$ cat src/rtl/game_io_pkg.sv
// Shared constants for the game I/O controller: register map, STATUS/CTRL bit
// positions and the CPU data width.
package game_io_pkg;

    localparam int DATA_W = 8;

    localparam logic [7:0] ADDR_LEDX    = 8'h00;
    localparam logic [7:0] ADDR_LEDY    = 8'h01;
    localparam logic [7:0] ADDR_STATUS  = 8'h02;
    localparam logic [7:0] ADDR_CTRL    = 8'h03;
    localparam logic [7:0] ADDR_TICKCNT = 8'h04;

    localparam int ST_BC   = 0;
    localparam int ST_BAC  = 1;
    localparam int ST_TICK = 2;

    localparam int CTRL_RUN    = 0;
    localparam int CTRL_COMMIT = 1;

endpackage

$ cat src/rtl/game_io_ctrl_if.sv
// CPU I/O bus between the processor (master) and the game I/O controller (slave).
interface game_io_ctrl_if;
    import game_io_pkg::*;

    logic              io_en;
    logic              io_we;
    logic              io_re;
    logic [7:0]        addr;
    logic [DATA_W-1:0] wdata;
    logic [DATA_W-1:0] rdata;
    logic              rdata_oe;

    modport master (output io_en, io_we, io_re, addr, wdata, input rdata, rdata_oe);
    modport slave  (input io_en, io_we, io_re, addr, wdata, output rdata, rdata_oe);

endinterface

$ cat src/rtl/game_io_ctrl_btn_cond.sv
// Button conditioner: 2-flop synchronizer, optional debounce (GAME_IO_DEBOUNCE_EN),
// and a one-cycle pulse on each rising edge of the accepted level.
module btn_cond #(
    parameter logic [7:0] DB_CYCLES = 8'd16
) (
    input  logic clk,
    input  logic reset,
    input  logic btn_i,
    output logic rise_o
);

    logic [1:0] sync_q;
    logic       prev_q;
    logic       level_s;

    // Metastability guard for the asynchronous button input
    always_ff @(posedge clk) begin
        if (reset) begin
            sync_q <= 2'b00;
        end else begin
            sync_q <= {sync_q[0], btn_i};
        end
    end

`ifdef GAME_IO_DEBOUNCE_EN
    logic       db_q;
    logic [7:0] db_cnt_q;

    // Count consecutive samples that disagree with the accepted level
    always_ff @(posedge clk) begin
        if (reset) begin
            db_q     <= 1'b0;
            db_cnt_q <= 8'd0;
        end else if (sync_q[1] == db_q) begin
            db_cnt_q <= 8'd0;
        end else if (db_cnt_q == DB_CYCLES - 8'd1) begin
            db_q     <= sync_q[1];
            db_cnt_q <= 8'd0;
        end else begin
            db_cnt_q <= db_cnt_q + 8'd1;
        end
    end

    assign level_s = db_q;
`else
    assign level_s = sync_q[1];
`endif

    // Previous accepted level for edge detection
    always_ff @(posedge clk) begin
        if (reset) begin
            prev_q <= 1'b0;
        end else begin
            prev_q <= level_s;
        end
    end

    assign rise_o = level_s & ~prev_q;

endmodule

$ cat src/rtl/game_io_ctrl.sv
// Game I/O controller: CPU register file, sticky button events, game tick timer
// and double-buffered LED outputs. Debounce enabled by GAME_IO_DEBOUNCE_EN.
module game_io_ctrl
    import game_io_pkg::*;
#(
    parameter logic [15:0] TICK_DIV  = 16'd50000,
    parameter logic [7:0]  DB_CYCLES = 8'd16
) (
    input  logic              clk,
    input  logic              reset,
    game_io_ctrl_if.slave     bus,
    input  logic              bc,
    input  logic              bac,
    output logic [DATA_W-1:0] led_x,
    output logic [DATA_W-1:0] led_y,
    output logic              tick
);

    localparam logic [15:0] TICK_MAX = TICK_DIV - 16'd1;

    logic              bc_rise_s, bac_rise_s;
    logic              wr_s, rd_s, commit_s, clr_s;
    logic [2:0]        set_s;
    logic [DATA_W-1:0] rd_mux_s;

    logic [DATA_W-1:0] stage_x_q, stage_x_d, stage_y_q, stage_y_d;
    logic [DATA_W-1:0] led_x_q, led_x_d, led_y_q, led_y_d;
    logic              run_q, run_d;
    logic [2:0]        flags_q, flags_d;
    logic [7:0]        tickcnt_q, tickcnt_d;
    logic [15:0]       cnt_q, cnt_d;
    logic              tick_q, tick_d;
    logic [DATA_W-1:0] rdata_q, rdata_d;
    logic              oe_q, oe_d;

    btn_cond #(.DB_CYCLES(DB_CYCLES)) u_bc  (.clk(clk), .reset(reset), .btn_i(bc),  .rise_o(bc_rise_s));
    btn_cond #(.DB_CYCLES(DB_CYCLES)) u_bac (.clk(clk), .reset(reset), .btn_i(bac), .rise_o(bac_rise_s));

    // Read data selection from pre-edge register state
    always_comb begin
        rd_mux_s = 8'h00;
        case (bus.addr)
            ADDR_LEDX:    rd_mux_s = stage_x_q;
            ADDR_LEDY:    rd_mux_s = stage_y_q;
            ADDR_STATUS:  rd_mux_s = {5'b00000, flags_q};
            ADDR_CTRL:    rd_mux_s = {6'b000000, 1'b0, run_q};
            ADDR_TICKCNT: rd_mux_s = tickcnt_q;
            default:      rd_mux_s = 8'h00;
        endcase
    end

    // Next-state logic; tick_q mirrors "run and counter at its last value",
    // so it doubles as the wrap condition for this edge.
    always_comb begin
        wr_s      = bus.io_en & bus.io_we;
        rd_s      = bus.io_en & bus.io_re;
        stage_x_d = stage_x_q;
        stage_y_d = stage_y_q;
        run_d     = run_q;
        commit_s  = 1'b0;
        if (wr_s) begin
            case (bus.addr)
                ADDR_LEDX: stage_x_d = bus.wdata;
                ADDR_LEDY: stage_y_d = bus.wdata;
                ADDR_CTRL: begin
                    run_d    = bus.wdata[CTRL_RUN];
                    commit_s = bus.wdata[CTRL_COMMIT];
                end
                default:   commit_s = 1'b0;
            endcase
        end else begin
            commit_s = 1'b0;
        end

        if (run_q) begin
            cnt_d = tick_q ? 16'd0 : cnt_q + 16'd1;
        end else begin
            cnt_d = cnt_q;
        end
        tick_d = run_d && (cnt_d == TICK_MAX);

        set_s          = 3'b000;
        set_s[ST_BC]   = bc_rise_s;
        set_s[ST_BAC]  = bac_rise_s;
        set_s[ST_TICK] = tick_q;
        clr_s          = rd_s && (bus.addr == ADDR_STATUS);
        flags_d        = (clr_s ? 3'b000 : flags_q) | set_s;
        tickcnt_d      = tickcnt_q + {7'd0, tick_q};

        if (tick_q || commit_s) begin
            led_x_d = stage_x_d;
            led_y_d = stage_y_d;
        end else begin
            led_x_d = led_x_q;
            led_y_d = led_y_q;
        end

        rdata_d = rd_s ? rd_mux_s : 8'h00;
        oe_d    = rd_s;
    end

    // State registers with synchronous reset
    always_ff @(posedge clk) begin
        if (reset) begin
            stage_x_q <= 8'h00;
            stage_y_q <= 8'h00;
            led_x_q   <= 8'h00;
            led_y_q   <= 8'h00;
            run_q     <= 1'b0;
            flags_q   <= 3'b000;
            tickcnt_q <= 8'h00;
            cnt_q     <= 16'd0;
            tick_q    <= 1'b0;
            rdata_q   <= 8'h00;
            oe_q      <= 1'b0;
        end else begin
            stage_x_q <= stage_x_d;
            stage_y_q <= stage_y_d;
            led_x_q   <= led_x_d;
            led_y_q   <= led_y_d;
            run_q     <= run_d;
            flags_q   <= flags_d;
            tickcnt_q <= tickcnt_d;
            cnt_q     <= cnt_d;
            tick_q    <= tick_d;
            rdata_q   <= rdata_d;
            oe_q      <= oe_d;
        end
    end

    assign led_x        = led_x_q;
    assign led_y        = led_y_q;
    assign tick         = tick_q;
    assign bus.rdata    = rdata_q;
    assign bus.rdata_oe = oe_q;

endmodule

$ cat src/flat_wrapper.sv
// flat-port wrapper written by rule: the top's interface ports become plain ports
module game_io_ctrl_flat import game_io_pkg::*;
#(
    parameter logic [15:0] TICK_DIV  = 16'd50000,
    parameter logic [7:0]  DB_CYCLES = 8'd16
)
  (clk, reset, bc, bac, led_x, led_y, tick, bus_io_en, bus_io_we, bus_io_re, bus_addr, bus_wdata, bus_rdata, bus_rdata_oe);
  game_io_ctrl_if bus_i ();
  input  logic clk;
  input  logic reset;
  input  logic bc;
  input  logic bac;
  output logic [DATA_W-1:0] led_x;
  output logic [DATA_W-1:0] led_y;
  output logic tick;
  input wire logic [$bits(bus_i.io_en)-1:0] bus_io_en;
  input wire logic [$bits(bus_i.io_we)-1:0] bus_io_we;
  input wire logic [$bits(bus_i.io_re)-1:0] bus_io_re;
  input wire logic [$bits(bus_i.addr)-1:0] bus_addr;
  input wire logic [$bits(bus_i.wdata)-1:0] bus_wdata;
  output wire logic [$bits(bus_i.rdata)-1:0] bus_rdata;
  output wire logic [$bits(bus_i.rdata_oe)-1:0] bus_rdata_oe;
  assign bus_i.io_en = bus_io_en;
  assign bus_i.io_we = bus_io_we;
  assign bus_i.io_re = bus_io_re;
  assign bus_i.addr = bus_addr;
  assign bus_i.wdata = bus_wdata;
  assign bus_rdata = bus_i.rdata;
  assign bus_rdata_oe = bus_i.rdata_oe;
  game_io_ctrl #(.TICK_DIV(TICK_DIV), .DB_CYCLES(DB_CYCLES)) u_core (.clk(clk), .reset(reset), .bus(bus_i), .bc(bc), .bac(bac), .led_x(led_x), .led_y(led_y), .tick(tick));
endmodule
$ cat config.mk
export PLATFORM = sky130hd
export DESIGN_NAME = game_io_ctrl_flat
export DESIGN_NICKNAME = d
export VERILOG_FILES = /design/src/rtl/game_io_pkg.sv /design/src/rtl/game_io_ctrl_if.sv /design/src/rtl/game_io_ctrl_btn_cond.sv /design/src/rtl/game_io_ctrl.sv /design/src/flat_wrapper.sv
export SDC_FILE = /design/constraint.sdc
export NUM_CORES = 1
export LEC_CHECK = 0
export CAP_MARGIN = 15
export CORE_ASPECT_RATIO = 0.9
export CORE_MARGIN = 4
export CORE_UTILIZATION = 45
export DETAILED_ROUTE_END_ITERATION = 10
export GPL_TIMING_DRIVEN = 0
export HOLD_SLACK_MARGIN = 0.08
export PLACE_DENSITY = 0.69
export REMOVE_ABC_BUFFERS = 1
export SYNTH_ARGS = -nofsm -noshare
export SYNTH_HDL_FRONTEND = slang
export SYNTH_SLANG_ARGS = --single-unit
$ cat constraint.sdc
create_clock -name clk -period 4.2 [get_ports clk]
set_input_delay 1.05 -clock clk [delete_from_list [all_inputs] [get_ports clk]]
set_output_delay 1.05 -clock clk [all_outputs]
set_load 0.02 [all_outputs]
==> summary.md, run 1 <==
| Metric | Value |
|---|---|
| Worst flop-to-flop path startpoint | `u_core.run_q` |
| Avg Cell Area, Syn | `9.67 um^2` |
| Port Buffer Count | `48` |
| Met2 wire length | `2930 um` |
| Synth Flop Type | `dfxtp_1` |
| Max capacitance violation total | `0` |
| Fin. Hold Viols | `0` |
| Syn Inst Count | `329` |
| CTS clk-pin slew, worst paths | `0.08 ns` |
| Placeable Area | `6730 um^2` |
| Nets | `398` |
| Critical path class | `in -> reg` |
| First-pass detailed-route iteration total | `6` |
| Fillers | `620` |
| Row Count | `28` |
| Period utilization | `76.1%` |
| DP Cell Count | `450` |
| Final HPWL DP | `4830 um` |
| Die Y | `87.8 um` |
| Ys async rst share | `0%` |
| Worst setup path end | `u_core.led_y[4]` |
| Synthesized flop and latch total | `76` |
| Yosys Warn Count | `0` |
| DRC Markers | `0` |
| Final min period | `3.20 ns` |
| Setup crit start kind | `input pin` |
| Area grow syn2layout | `23.2%` |
| Max Used Layer | `met4` |
| Synth cell types | `51` |
| Sw Ratio | `20.6%` |
| Critical R2R Capture | `u_core.tick` |
| Antenna violations before repair | `0` |
| RSZ-0062 raised after global routing | `no` |
| Cell Int Power | `1.12 mW` |
| Clock Power Share | `44.0%` |
| Post-synthesis sequential area ratio | `47.8%` |
| Routed length on met3 | `416 um` |
| Pin count of the biggest net entering global routing | `37` |
| Worst EP arrival | `3.45 ns` |
| Element type at the critical path end | `register` |
| Post-CTS Setup Bufs | `0` |
| # clock sinks | `76` |
| Num CTS Buffers | `9` |
| DR iter-0 viols | `174` |
| Setup-failing EPs final | `0` |
| Rel. slew slack | `37.8%` |
| Via density per instance | `5.33` |
| Full die area | `8490 um^2` |
| CTS tree | `yes` |
| Post-synth EDFFs | `0` |
| Total GRT Usage | `17.2%` |
| Routability-driven placement congestion ratio | `0.827` |
| Worst hold-check path type | `reg -> reg` |
| Outcome | `completed` |
| Sw power | `290 uW` |
| WP data required | `4.46 ns` |
| First-pass GRT wire length | `11800 um` |
| N_diodes | `0` |
| Sequential power share | `51.8%` |
| Combinational fraction of design power | `4.2%` |
| Fmax achieved | `313 MHz` |
| Vias in the first global route | `2382` |
| CP Max Fanout | `32` |
| Peak VDD IR | `0.281 mV` |
| PD cells | `359 nW/um^2` |
| Hold buffers post-CTS | `0` |
| Pins over their slew limit | `0` |
| Clock latency on the worst-skew pair | `0.35 ns` |
| Wire length on met1 | `3460 um` |
| Via count | `2477` |
| Post-Route WL | `6880 um` |
| Clock root cell | `clkbuf_8` |
| Mapped Area | `3180 um^2` |
| Layout cells sized above 1 | `8.53%` |
| Setup_tns | `0 ns` |
| Drt wl/cell | `14.8 um` |
| Post-DRT Antenna Nets | `0` |
| Clk buf depth | `2` |
| Initial Util | `47.3%` |
| Clk_skew | `0.00986 ns` |
| Worst slew pin tran | `0.932 ns` |
| Num ports | `49` |
| Worst Setup SP | `bus_addr[5]` |
| FF-to-FF path depth | `5` |
| Post-cts resize count | `0` |
| H-tree depth | `3` |
| Die width | `96.7 um` |
| R2R Setup Slk | `1.71 ns` |
| Non-filler instance count after layout | `465` |
| GR Overflow Total | `0` |
| DP Area | `3700 um^2` |
| Design area | `3920 um^2` |
| Pleak | `1.45 nW` |
[Yosys cell counts, types with 3 or more instances]
| cell | instances | area (um^2) |
|---|---|---|
| nor2b_1 | 17 | 106 |
| a21oi_1 | 7 | 35.0 |
| clkbuf_1 | 11 | 41.3 |
| nand4_1 | 6 | 37.5 |
| mux2i_1 | 19 | 190 |
| a222oi_1 | 8 | 80.1 |
| ha_1 | 4 | 50.1 |
| and4_1 | 3 | 26.3 |
| a211oi_1 | 16 | 120 |
| buf_2 | 3 | 15.0 |
| xnor2_1 | 7 | 61.3 |
| nand2b_1 | 6 | 37.5 |
| nand2_1 | 13 | 48.8 |
| xor2_1 | 8 | 70.1 |
| nand3_1 | 8 | 40.0 |
| dfxtp_1 | 76 | 1520 |
| nor4_1 | 6 | 37.5 |
| nor2_1 | 63 | 236 |
| o21ai_0 | 5 | 25.0 |
[final cells by class]
class | instances | area (um^2) | area share [%]
timing repair buffer | 49 | 495 | 12.6
sequential | 76 | 1520 | 38.8
tap | 90 | 113 | 2.87
multi-input combinational | 233 | 1560 | 39.8
clock inverter | 4 | 72.6 | 1.85
inverter | 2 | 7.51 | 0.191
clock buffer | 11 | 151 | 3.86
[registers in the layout, indices dropped and copies added (netlist names)]
name,count
u_core.u_bc.prev_q,1
u_core.u_bac.sync_q,2
u_core.u_bc.sync_q,2
u_core.bus.rdata_oe,1
u_core.bus.rdata,8
u_core.cnt_q,16
u_core.led_y,8
u_core.flags_q,3
u_core.tick,1
u_core.stage_x_q,8
u_core.run_q,1
u_core.led_x,8
u_core.tickcnt_q,8
u_core.u_bac.prev_q,1
u_core.stage_y_q,8
[worst min path at each step]
stage | from | end | slack [ns] | depth (start not counted)
6_report | u_core.u_bac.sync_q[0] | u_core.u_bac.sync_q[1] | 0.44 | 1
5_1_grt | u_core.u_bac.sync_q[0] | u_core.u_bac.sync_q[1] | 0.46 | 1
4_1_cts | u_core.u_bac.sync_q[0] | u_core.u_bac.sync_q[1] | 0.44 | 1
3_5_place_dp | u_core.u_bac.sync_q[0] | u_core.u_bac.sync_q[1] | 0.42 | 1
3_3_place_gp | u_core.u_bc.sync_q[0] | u_core.u_bc.sync_q[1] | 0.42 | 1
2_1_floorplan | u_core.u_bac.sync_q[0] | u_core.u_bac.sync_q[1] | 0.41 | 1
[cells in the final DEF (no fill, tap or decap), drive strengths merged, types with 2 or more instances in the layout]
| master | count |
|---|---|
| nand2b | 6 |
| xor2 | 8 |
| buf | 2 |
| nand4 | 6 |
| nor2 | 63 |
| and3 | 2 |
| nand3 | 12 |
| and4 | 3 |
| xnor2 | 7 |
| or4b | 2 |
| o21ai | 6 |
| nor4 | 8 |
| nor3 | 4 |
| bufinv | 2 |
| or2 | 2 |
| inv | 2 |
| nand2 | 13 |
| mux2i | 19 |
| ha | 4 |
| dfxtp | 76 |
| a211oi | 16 |
| mux2 | 2 |
| a21oi | 7 |
| or4 | 2 |
| clkbuf | 11 |
| a222oi | 8 |
| nor2b | 17 |
| clkdlybuf4s50 | 47 |
[cells by family after synthesis]
group	count (synthesis)	synth area share [%]
adders and majority gates	4	1.57
buffers and inverters	20	3.18
muxes	21	6.68
AOI/OAI and AO/OA	47	11.1
xor gates and xnor gates	15	4.13
and+or+nand+nor	146	25.6
DFF	76	47.8
[power groups by stage]
| stage | clock, mW | combinational (mW) | sequential [mW] |
|---|---|---|---|
| after global routing | 0.668 | 0.0648 | 0.730 |
| after floorplan | 0 | 0.0185 | 0.746 |
| after global placement | 0 | 0.0572 | 0.746 |
| after detailed placement | 0 | 0.0594 | 0.746 |
| after CTS | 0.634 | 0.0596 | 0.729 |
| final | 0.620 | 0.0595 | 0.730 |
[metal layers]
metal	GRT usage [%]	up-vias
li1	-	1271
met1	22.9	1138
met2	27.3	62
met3	5.57	6
met4	4.34	0
met5	0	-
[per-stage QoR]
stage	power [mW]	setup WS, ns	utilization (%)	hold WS [ns]
finish	1.41	1.00	58.3	0.437
global route	1.46	0.786	58.3	0.464
CTS	1.42	0.946	58.3	0.437
detailed placement	0.806	0.608	55.0	0.423
global placement	0.803	0.282	54.7	0.419
floorplan	0.764	1.40	-	0.414
[worst max-delay path, stage by stage]
cell and delay (ns):
clkdlybuf4s50_1 0.39, or4_4 0.61, nor3_2 0.25, a21o_1 0.77, nor2_1 0.08, a211oi_1 0.28
No activity file was read; power rests on OpenSTA's default activity.
==> run 2, diff against run 1 <==
clock period = 3.3 ns   (was 4.2 ns; I/O delays follow)
==> results of run 2 <==
Same layout as run 1 (identical final DEF). Status: completed.
Main changes from that run: setup slack after placement 0.608 ns -> -0.0670 ns; setup slack after layout 1.00 ns -> 0.328 ns; register-to-register setup slack 1.71 ns -> 0.81 ns; total power 1.41 mW -> 1.79 mW; worst IR drop on VDD 0.281 mV -> 0.357 mV
